===== src/rtl/dmem_arbiter_if.sv =====
// dmem_arbiter_if: bus bundle joining requesters C/D, the arbiter and DataMemory
interface dmem_arbiter_if #(parameter int ADDR_W = 32, parameter int DATA_W = 32);
  logic c_req, c_we, c_gnt, c_rvalid;
  logic [ADDR_W-1:0] c_addr;
  logic [DATA_W-1:0] c_wdata, c_rdata;
  logic d_req, d_we, d_gnt, d_rvalid;
  logic [ADDR_W-1:0] d_addr;
  logic [DATA_W-1:0] d_wdata, d_rdata;
  logic m_memRead, m_memWrite;
  logic [ADDR_W-1:0] m_address;
  logic [DATA_W-1:0] m_writeData, m_readData;
  modport slave (
    input  c_req, c_we, c_addr, c_wdata, d_req, d_we, d_addr, d_wdata, m_readData,
    output c_gnt, c_rvalid, c_rdata, d_gnt, d_rvalid, d_rdata,
           m_memRead, m_memWrite, m_address, m_writeData
  );
  modport master (
    output c_req, c_we, c_addr, c_wdata, d_req, d_we, d_addr, d_wdata, m_readData,
    input  c_gnt, c_rvalid, c_rdata, d_gnt, d_rvalid, d_rdata,
           m_memRead, m_memWrite, m_address, m_writeData
  );
endinterface


===== src/rtl/dmem_arbiter.sv =====
// dmem_arbiter: serialises core (C) and debug (D) accesses onto one DataMemory port.
// Round-robin by default; define DMEM_ARB_FIXED_PRIO_EN for fixed C-over-D priority.
module dmem_arbiter #(parameter int ADDR_W = 32, parameter int DATA_W = 32) (
  input logic clk,
  input logic rst,
  dmem_arbiter_if.slave bus
);
  typedef enum logic [1:0] {IDLE, ISSUE, RDWAIT} state_t;
  state_t state_q, state_d;
  logic own_q, own_d, we_q, we_d, pick;
  logic [ADDR_W-1:0] addr_q, addr_d, m_addr_q, m_addr_d;
  logic [DATA_W-1:0] wdata_q, wdata_d, m_wdata_q, m_wdata_d;
  logic [DATA_W-1:0] c_rdata_q, c_rdata_d, d_rdata_q, d_rdata_d;
  logic c_gnt_q, c_gnt_d, d_gnt_q, d_gnt_d, c_rvalid_q, c_rvalid_d, d_rvalid_q, d_rvalid_d;
  logic m_rd_q, m_rd_d, m_wr_q, m_wr_d;
`ifdef DMEM_ARB_FIXED_PRIO_EN
  assign pick = !bus.c_req;
`else
  logic last_q, last_d;
  assign pick = bus.d_req && (!bus.c_req || !last_q);
  assign last_d = (state_q == IDLE && (bus.c_req || bus.d_req)) ? pick : last_q;
  always_ff @(posedge clk or posedge rst)
    if (rst) last_q <= 1'b1;
    else last_q <= last_d;
`endif
  always_comb begin
    state_d = state_q;
    own_d = own_q;
    we_d = we_q;
    addr_d = addr_q;
    wdata_d = wdata_q;
    c_gnt_d = 1'b0;
    d_gnt_d = 1'b0;
    c_rvalid_d = 1'b0;
    d_rvalid_d = 1'b0;
    c_rdata_d = c_rdata_q;
    d_rdata_d = d_rdata_q;
    m_rd_d = 1'b0;
    m_wr_d = 1'b0;
    m_addr_d = '0;
    m_wdata_d = '0;
    if (state_q == IDLE) begin
      // outputs lag state by a cycle: m_rd_q here means RDWAIT's data is on m_readData now
      if (m_rd_q) begin
        c_rvalid_d = !own_q;
        d_rvalid_d = own_q;
        c_rdata_d = own_q ? c_rdata_q : bus.m_readData;
        d_rdata_d = own_q ? bus.m_readData : d_rdata_q;
      end
      if (bus.c_req || bus.d_req) begin
        state_d = ISSUE;
        own_d = pick;
        we_d = pick ? bus.d_we : bus.c_we;
        addr_d = pick ? bus.d_addr : bus.c_addr;
        wdata_d = pick ? bus.d_wdata : bus.c_wdata;
        c_gnt_d = !pick;
        d_gnt_d = pick;
      end
    end else if (state_q == ISSUE) begin
      m_rd_d = !we_q;
      m_wr_d = we_q;
      m_addr_d = addr_q;
      m_wdata_d = wdata_q;
      state_d = we_q ? IDLE : RDWAIT;
    end else begin
      m_rd_d = 1'b1;
      m_addr_d = addr_q;
      m_wdata_d = wdata_q;
      state_d = IDLE;
    end
  end
  always_ff @(posedge clk or posedge rst)
    if (rst) begin
      state_q <= IDLE;
      own_q <= 1'b0;
      we_q <= 1'b0;
      addr_q <= '0;
      wdata_q <= '0;
      c_gnt_q <= 1'b0;
      d_gnt_q <= 1'b0;
      c_rvalid_q <= 1'b0;
      d_rvalid_q <= 1'b0;
      c_rdata_q <= '0;
      d_rdata_q <= '0;
      m_rd_q <= 1'b0;
      m_wr_q <= 1'b0;
      m_addr_q <= '0;
      m_wdata_q <= '0;
    end else begin
      state_q <= state_d;
      own_q <= own_d;
      we_q <= we_d;
      addr_q <= addr_d;
      wdata_q <= wdata_d;
      c_gnt_q <= c_gnt_d;
      d_gnt_q <= d_gnt_d;
      c_rvalid_q <= c_rvalid_d;
      d_rvalid_q <= d_rvalid_d;
      c_rdata_q <= c_rdata_d;
      d_rdata_q <= d_rdata_d;
      m_rd_q <= m_rd_d;
      m_wr_q <= m_wr_d;
      m_addr_q <= m_addr_d;
      m_wdata_q <= m_wdata_d;
    end
  assign bus.c_gnt = c_gnt_q;
  assign bus.d_gnt = d_gnt_q;
  assign bus.c_rvalid = c_rvalid_q;
  assign bus.d_rvalid = d_rvalid_q;
  assign bus.c_rdata = c_rdata_q;
  assign bus.d_rdata = d_rdata_q;
  assign bus.m_memRead = m_rd_q;
  assign bus.m_memWrite = m_wr_q;
  assign bus.m_address = m_addr_q;
  assign bus.m_writeData = m_wdata_q;
endmodule


===== src/flat_wrapper.sv =====
// flat-port wrapper written by rule: the top's interface ports become plain ports
module dmem_arbiter_flat 
#(parameter int ADDR_W = 32, parameter int DATA_W = 32)
  (clk, rst, bus_c_req, bus_c_we, bus_c_addr, bus_c_wdata, bus_d_req, bus_d_we, bus_d_addr, bus_d_wdata, bus_m_readData, bus_c_gnt, bus_c_rvalid, bus_c_rdata, bus_d_gnt, bus_d_rvalid, bus_d_rdata, bus_m_memRead, bus_m_memWrite, bus_m_address, bus_m_writeData);
  dmem_arbiter_if #(.ADDR_W(ADDR_W), .DATA_W(DATA_W)) bus_i ();
  input logic clk;
  input logic rst;
  input wire logic [$bits(bus_i.c_req)-1:0] bus_c_req;
  input wire logic [$bits(bus_i.c_we)-1:0] bus_c_we;
  input wire logic [$bits(bus_i.c_addr)-1:0] bus_c_addr;
  input wire logic [$bits(bus_i.c_wdata)-1:0] bus_c_wdata;
  input wire logic [$bits(bus_i.d_req)-1:0] bus_d_req;
  input wire logic [$bits(bus_i.d_we)-1:0] bus_d_we;
  input wire logic [$bits(bus_i.d_addr)-1:0] bus_d_addr;
  input wire logic [$bits(bus_i.d_wdata)-1:0] bus_d_wdata;
  input wire logic [$bits(bus_i.m_readData)-1:0] bus_m_readData;
  output wire logic [$bits(bus_i.c_gnt)-1:0] bus_c_gnt;
  output wire logic [$bits(bus_i.c_rvalid)-1:0] bus_c_rvalid;
  output wire logic [$bits(bus_i.c_rdata)-1:0] bus_c_rdata;
  output wire logic [$bits(bus_i.d_gnt)-1:0] bus_d_gnt;
  output wire logic [$bits(bus_i.d_rvalid)-1:0] bus_d_rvalid;
  output wire logic [$bits(bus_i.d_rdata)-1:0] bus_d_rdata;
  output wire logic [$bits(bus_i.m_memRead)-1:0] bus_m_memRead;
  output wire logic [$bits(bus_i.m_memWrite)-1:0] bus_m_memWrite;
  output wire logic [$bits(bus_i.m_address)-1:0] bus_m_address;
  output wire logic [$bits(bus_i.m_writeData)-1:0] bus_m_writeData;
  assign bus_i.c_req = bus_c_req;
  assign bus_i.c_we = bus_c_we;
  assign bus_i.c_addr = bus_c_addr;
  assign bus_i.c_wdata = bus_c_wdata;
  assign bus_i.d_req = bus_d_req;
  assign bus_i.d_we = bus_d_we;
  assign bus_i.d_addr = bus_d_addr;
  assign bus_i.d_wdata = bus_d_wdata;
  assign bus_i.m_readData = bus_m_readData;
  assign bus_c_gnt = bus_i.c_gnt;
  assign bus_c_rvalid = bus_i.c_rvalid;
  assign bus_c_rdata = bus_i.c_rdata;
  assign bus_d_gnt = bus_i.d_gnt;
  assign bus_d_rvalid = bus_i.d_rvalid;
  assign bus_d_rdata = bus_i.d_rdata;
  assign bus_m_memRead = bus_i.m_memRead;
  assign bus_m_memWrite = bus_i.m_memWrite;
  assign bus_m_address = bus_i.m_address;
  assign bus_m_writeData = bus_i.m_writeData;
  dmem_arbiter #(.ADDR_W(ADDR_W), .DATA_W(DATA_W)) u_core (.clk(clk), .rst(rst), .bus(bus_i));
endmodule

===== config.mk =====
export PLATFORM = sky130hd
export DESIGN_NAME = dmem_arbiter_flat
export DESIGN_NICKNAME = d
export VERILOG_FILES = /design/src/rtl/dmem_arbiter_if.sv /design/src/rtl/dmem_arbiter.sv /design/src/flat_wrapper.sv
export SDC_FILE = /design/constraint.sdc
export NUM_CORES = 1
export LEC_CHECK = 0
export CAP_MARGIN = 30
export CORE_UTILIZATION = 42
export CTS_BUF_LIST = sky130_fd_sc_hd__clkbuf_4 sky130_fd_sc_hd__clkbuf_8
export DETAILED_ROUTE_END_ITERATION = 10
export PLACE_DENSITY = 0.82
export SETUP_SLACK_MARGIN = 0.1
export SYNTH_ARGS = -nofsm -noshare
export SYNTH_HDL_FRONTEND = slang
export SYNTH_SLANG_ARGS = --single-unit

===== constraint.sdc =====
create_clock -name clk -period 6.45 [get_ports clk]
set_input_delay 1.29 -clock clk [delete_from_list [all_inputs] [get_ports clk]]
set_output_delay 1.29 -clock clk [all_outputs]
set_load 0.005 [all_outputs]

==> flow_summary.toml, run 1 <==
[clocking]
cts_tree = "yes"
clock-sinks = 203
cts_max_level = 2
clk_pin_slew_ps = 60
max-clock-path-buffers = 3
cts_setup_buffers = 0
cts_root_buf = "clkbuf_8"
cts_made_buffers = 35
worstSkewPairLatency_ps = 500
hold_buffers = 0
ctsResizeCount = 0

[synthesis]
synthArstFlopShare_pct = 100
synthCells = 503
yosysMostFrequentCell = "dfrtp_1"
avgSynthCellArea_um2 = 16.1
synth_commonest_cells = "dfrtp_1, mux2_2, nor2b_1"
netlist_top_cells_area = "dfrtp_1, mux2_2, mux2_4, nor2b_1, buf_2"
ys.flop_type = "dfrtp_1"
netlist_area_um2 = 8120
ys_ff_latch = 203
ys_seq_area_share_pct = 62.6
ys_warn_count = 0
synth_nets = 669
synth_cell_type_count = 23
synth_edf_count = 0
netlist.top_cell.by_area = "dfrtp_1"
synth_top_area_share_pct = 62.3

[grt]
gr-usage-all-layers_pct = 18.8
grt_max_degree = 75
grt_pass1_vias = 5335
antenna_found_initial = 0
grt_pass1_wl_um = 28800
gr-total-overflow = 0

[setup_path]
critical-path-max-stage-delay_ps = 570
crit_type = "input pin to flop"
cp-start-kind = "input pin"
crit_required_ps = 6830
path_buf_inv = 2
crit_slowest_cell = "buf_4"
crit_path_start = "bus_c_req"
worstSetupEndpointType = "flop"
reg2reg_to = "u_core.bus.d_rdata[14]$_DFFE_PP0P_"
cp.arrival_ps = 3560
cp_max_fo = 36
reg2reg_slack_ps = 4040
timing.rr.start = "u_core.state_q[0]$_DFFE_PP0P_"
path_cells = "clkdlybuf4s50_1 -> a21bo_4 -> buf_4 -> mux2_2 -> mux2_2"
critical_path.most_common_cell = "mux2_2"
r2r_cells = 5
critPathTopFamily = "buffers and inverters"

[place]
placed_cell_area_um2 = 11400
port_buffers = 299
dpl.cell_count = 1043
dp_hpwl_um = 12900
gp_congestion = 0.767

[sta]
worst_slew_pin_slew_ps = 859
fin_skew_ps = 10.5
finalSetupTns_ps = 0
hold_viol = 0
period_share_pct = 49.3
max_freq_mhz = 315
slew_viol_final = 0
rsz0062_at_grt = "no"
relSlewSlack_pct = 42.7
setup_viol = 0
min_period_ps = 3180

[die]
coreArea_um2 = 18800
die-area_um2 = 19900
fp.dieW_um = 141
num_io_pins = 300
die_y_um = 141
initial_core_util_pct = 43.1
rows = 50

[worst_hold_path]
hold_end = "u_core.state_q[1]$_DFFE_PP0P_"
hold_class = "flop to flop"
holdPathStages = 1
hp-start = "u_core.we_q$_DFFE_PP0P_"

[flow_run]
cap_violations = 0

[drt]
drt_wl_total_um = 18200
via_per_inst = 4.65
drc = 0
antenna_left = 0
drtIter0Drc = 114
dr.pass1.iters = 3
via_count = 5103
wl_per_cell_um = 16.6

[final_layout]
drive_gt1_share_pct = 31.5
fin_area_um2 = 12100
area_growth_pct = 48.7
antenna_cells = 0
finalNetCount = 986
layout.cells.non_filler = 1098

[pwr]
peakVddDrop_mv = 0.284
p_total_uw = 5520
powerDensity_nw_per_um2 = 457
leakagePower_uw = 0.00519

[run_status]
status = "finished, final reports clean"
[placed cells by master, fill, tap and decap left out]
cell type	Yosys	final
dfrtp_1	202	202
and2_1	1	1
nor2b_1	64	64
buf_16	0	1
a21o_1	2	2
a21bo_4	0	1
clkinv_2	0	4
o21ai_2	1	1
mux2_4	48	48
nor2_4	0	1
bufinv_16	0	2
mux2_2	145	145
clkinvlp_4	0	2
dfstp_2	1	1
clkbuf_8	0	39
clkdlybuf4s50_1	0	299
mux2_1	1	1
and3_1	1	1
clkbuf_4	0	10
nor3b_1	1	1
nor3_1	1	1
nor2_1	1	1
nor4b_4	1	1
and3b_1	1	1
buf_4	3	8
[area by class of cell]
class                      count  area (um2)
clock buffer                  49         612
clock inverter                 6        82.6
fill                        1419        6760
inverter                       2        12.5
multi-input combinational    270        2880
sequential                   203        5080
tap                          260         325
timing repair buffer         308        3080
[where the power goes]
part / switching (uW) / total [uW] / internal (uW)
Combinational: 757 / 2210 / 1450
Clock: 482 / 1170 / 686
Sequential: 262 / 2150 / 1890
[sequential cells by signal, summed over array words and instances (netlist names)]
| name | flops |
|---|---|
| u_core.state_q | 2 |
| u_core.bus.c_rdata | 32 |
| u_core.addr_q | 32 |
| u_core.we_q | 1 |
| u_core.bus.d_rdata | 32 |
| u_core.own_q | 1 |
| u_core.last_q | 1 |
| u_core.bus.m_memWrite | 1 |
| u_core.bus.m_writeData | 32 |
| u_core.bus.d_gnt | 1 |
| u_core.bus.m_memRead | 1 |
| u_core.bus.c_rvalid | 1 |
| u_core.bus.c_gnt | 1 |
| u_core.bus.m_address | 32 |
| u_core.bus.d_rvalid | 1 |
| u_core.wdata_q | 32 |
[metrics by stage]
step	setup WS [ps]	hold WS, ps	util, %
6_report	3270	464	64.1
5_1_grt	3190	489	64.1
4_1_cts	3280	476	64.1
3_5_place_dp	2730	465	60.4
3_3_place_gp	2760	449	60.3
2_1_floorplan	2530	418	-
[worst max path at each step]
stage | to | cells past startpoint
2_1_floorplan | u_core.addr_q[0]$_DFFE_PP0P_ | 1
4_1_cts | u_core.wdata_q[9]$_DFFE_PP0P_ | 5
3_3_place_gp | u_core.wdata_q[11]$_DFFE_PP0P_ | 5
5_1_grt | u_core.wdata_q[10]$_DFFE_PP0P_ | 5
3_5_place_dp | u_core.wdata_q[9]$_DFFE_PP0P_ | 5
6_report | u_core.wdata_q[9]$_DFFE_PP0P_ | 5
[cells by family after synthesis]
group / Yosys count / synth area share (%)
compound gates: 4 / 0.416
buf+inv: 30 / 2.11
flops: 203 / 62.6
mux: 194 / 29.1
simple gates: 72 / 5.76
[per-layer routing]
layer | wire length (um) | up-vias | global-route usage (%)
met5 | 0 | - | 0
met4 | 563 | 0 | 7.04
met3 | 1700 | 48 | 7.24
met2 | 8880 | 222 | 31.5
met1 | 7050 | 2473 | 21.9
li1 | - | 2360 | -
(Power assumes the default switching activity.)
==> run 2, diff against run 1 <==
--- a/config.mk
+++ b/config.mk
@@ -6,10 +6,10 @@
 export NUM_CORES = 1
 export LEC_CHECK = 0
 export CAP_MARGIN = 30
-export CORE_UTILIZATION = 42
+export CORE_UTILIZATION = 46
 export CTS_BUF_LIST = sky130_fd_sc_hd__clkbuf_4 sky130_fd_sc_hd__clkbuf_8
 export DETAILED_ROUTE_END_ITERATION = 10
-export PLACE_DENSITY = 0.82
+export PLACE_DENSITY = 0.86
 export SETUP_SLACK_MARGIN = 0.1
 export SYNTH_ARGS = -nofsm -noshare
 export SYNTH_HDL_FRONTEND = slang
==> constraint.sdc (replaced) <==
create_clock -name clk -period 3.32 [get_ports clk]
set_input_delay 0.664 -clock clk [delete_from_list [all_inputs] [get_ports clk]]
set_output_delay 0.664 -clock clk [all_outputs]
set_load 0.005 [all_outputs]
==> run 2 against run 1 <==
  * Setup slack lost 2100 ps
  * Global-route usage grew 2.0 points
  * Die area shrank 8.6%
  * Non-clock buffer count grew 2
  * Sequential power grew 95%
  * Critical path depth grew 1
  * Highest routed layer is now met5
  * Critical path type is now flop to flop
  * Final area is essentially flat
  * Utilization grew 6.0 points
==> flow_summary.toml, run 2 (synthesis results as in run 1) <==
[run_status]
status = "finished, final reports clean"

[final_layout]
finalNetCount = 987
area_growth_pct = 48.8
regArea_um2 = 5080
layout.cells.non_filler = 1068
layout_common_cells = "clkdlybuf4s50_1, dfrtp_1, mux2_2, nor2b_1, mux2_4"
drive_gt1_share_pct = 31.8
nFillCells = 1089
layout_commonest_cell = "clkdlybuf4s50_1"
multi_input_area_um2 = 2880

[die]
die_y_um = 135
die-area_um2 = 18200
num_io_pins = 300
initial_core_util_pct = 47.1
coreArea_um2 = 17200
rows = 48
fp.dieW_um = 135

[place]
dpl.cell_count = 1010
dp_hpwl_um = 13500
port_buffers = 299
gp_congestion = 0.804

[pwr]
peakVddDrop_mv = 0.473
powerDensity_nw_per_um2 = 895
leakagePower_uw = 0.00522

[clocking]
clk_pin_slew_ps = 60
worstSkewPairLatency_ps = 500
cts_made_buffers = 34
cts_root_buf = "clkbuf_8"
cts_tree = "yes"
cts_setup_buffers = 0
cts_max_level = 2
hold_buffers = 0
clock-sinks = 203
ctsResizeCount = 0
max-clock-path-buffers = 3

[drt]
wl_per_cell_um = 17.4
via_count = 5197
antenna_left = 0
via_per_inst = 4.87
dr.pass1.iters = 4
drt_wl_total_um = 18600
drtIter0Drc = 155
drc = 0

[setup_path]
crit_required_ps = 3700
path_cells = "nor2_4 -> buf_4 -> o21ai_2 -> clkinv_2 -> buf_4 -> mux2_2"
reg2reg_slack_ps = 1150
cp_max_fo = 34
worstSetupEndpointType = "flop"
cp-start-kind = "flop"
cp.arrival_ps = 2550
critical-path-max-stage-delay_ps = 460
path_buf_inv = 3
crit_type = "flop to flop"
crit_slowest_cell = "dfrtp_1"
critical_path.most_common_cell = "buf_4"
critPathTopFamily = "buffers and inverters"

[sta]
min_period_ps = 2170
max_freq_mhz = 461
period_share_pct = 65.3
finalSetupTns_ps = 0
fin_skew_ps = 21.5
hold_viol = 0
rsz0062_at_grt = "no"
setup_viol = 0
slew_viol_final = 0
worst_slew_pin_slew_ps = 598
relSlewSlack_pct = 60.1

[grt]
grt_pass1_vias = 5728
grt_pass1_wl_um = 29300
grt_max_degree = 114
gr-usage-all-layers_pct = 20.8
gr-total-overflow = 0
antenna_found_initial = 2

[worst_hold_path]
hold_class = "flop to flop"

[flow_run]
cap_violations = 0
-- run 2: cell count changes in the layout (fill, tap and decap cells not counted), sizes merged --
cell	change
clkinv	+1
bufinv	-1
buf	+2
clkinvlp	-1
diode	+1
clkbuf	+3
-- run 2: worst reg2reg max path, stage by stage (launching register included) --
cell and delay, ps:
dfrtp_1 460, nor2_4 140, buf_4 340, o21ai_2 160
clkinv_2 80, buf_4 440, mux2_2 440
-- run 2: path summary, 6_finish.rpt --
kind                                                from  cells after the start                                 to
setup / recovery           u_core.state_q[0]$_DFFE_PP0P_                      6     u_core.wdata_q[30]$_DFFE_PP0P_
hold / removal                   u_core.we_q$_DFFE_PP0P_                      1      u_core.state_q[1]$_DFFE_PP0P_
setup reg to reg           u_core.state_q[0]$_DFFE_PP0P_                      6     u_core.wdata_q[30]$_DFFE_PP0P_
hold reg to reg                  u_core.we_q$_DFFE_PP0P_                      1      u_core.state_q[1]$_DFFE_PP0P_
max in group asynchronous                            rst                      3      u_core.addr_q[19]$_DFFE_PP0P_
min in group asynchronous                            rst                      3  u_core.bus.c_rdata[5]$_DFFE_PP0P_
-- run 2: final cells by class --
type,instances,share of cell area (%)
Sequential cell,203,42.1
Inverter,2,0.104
Clock buffer,52,5.46
Timing Repair Buffer,310,25.8
Tap cell,225,2.33
Multi-Input combinational cell,270,23.8
Antenna cell,1,0.0207
Clock inverter,5,0.414
-- run 2: routing by layer --
metal  part of all wire (%)  global-route usage [%]
met1                     38                    23.5
met4                    2.7                    9.55
met2                     52                    36.5
met5                  0.070                       0
met3                    7.7                    5.86
-- run 2: where the power goes --
part           total, uW  switching, uW  internal (uW)
clock               2270            930           1340
combinational       4340           1500           2840
sequential          4200            536           3670
-- run 2: per-stage QoR --
stage	power [uW]	hold WS [ps]	instance area (um2)	setup slack [ps]	util, %
after CTS	11000	475	12100	1120	70.1
after detailed placement	8650	463	11400	651	65.9
final	10800	459	12100	1150	70.1
after global routing	11400	501	12100	1020	70.1
after global placement	8440	441	11400	721	65.9
after floorplan	6410	418	8120	26.5	-
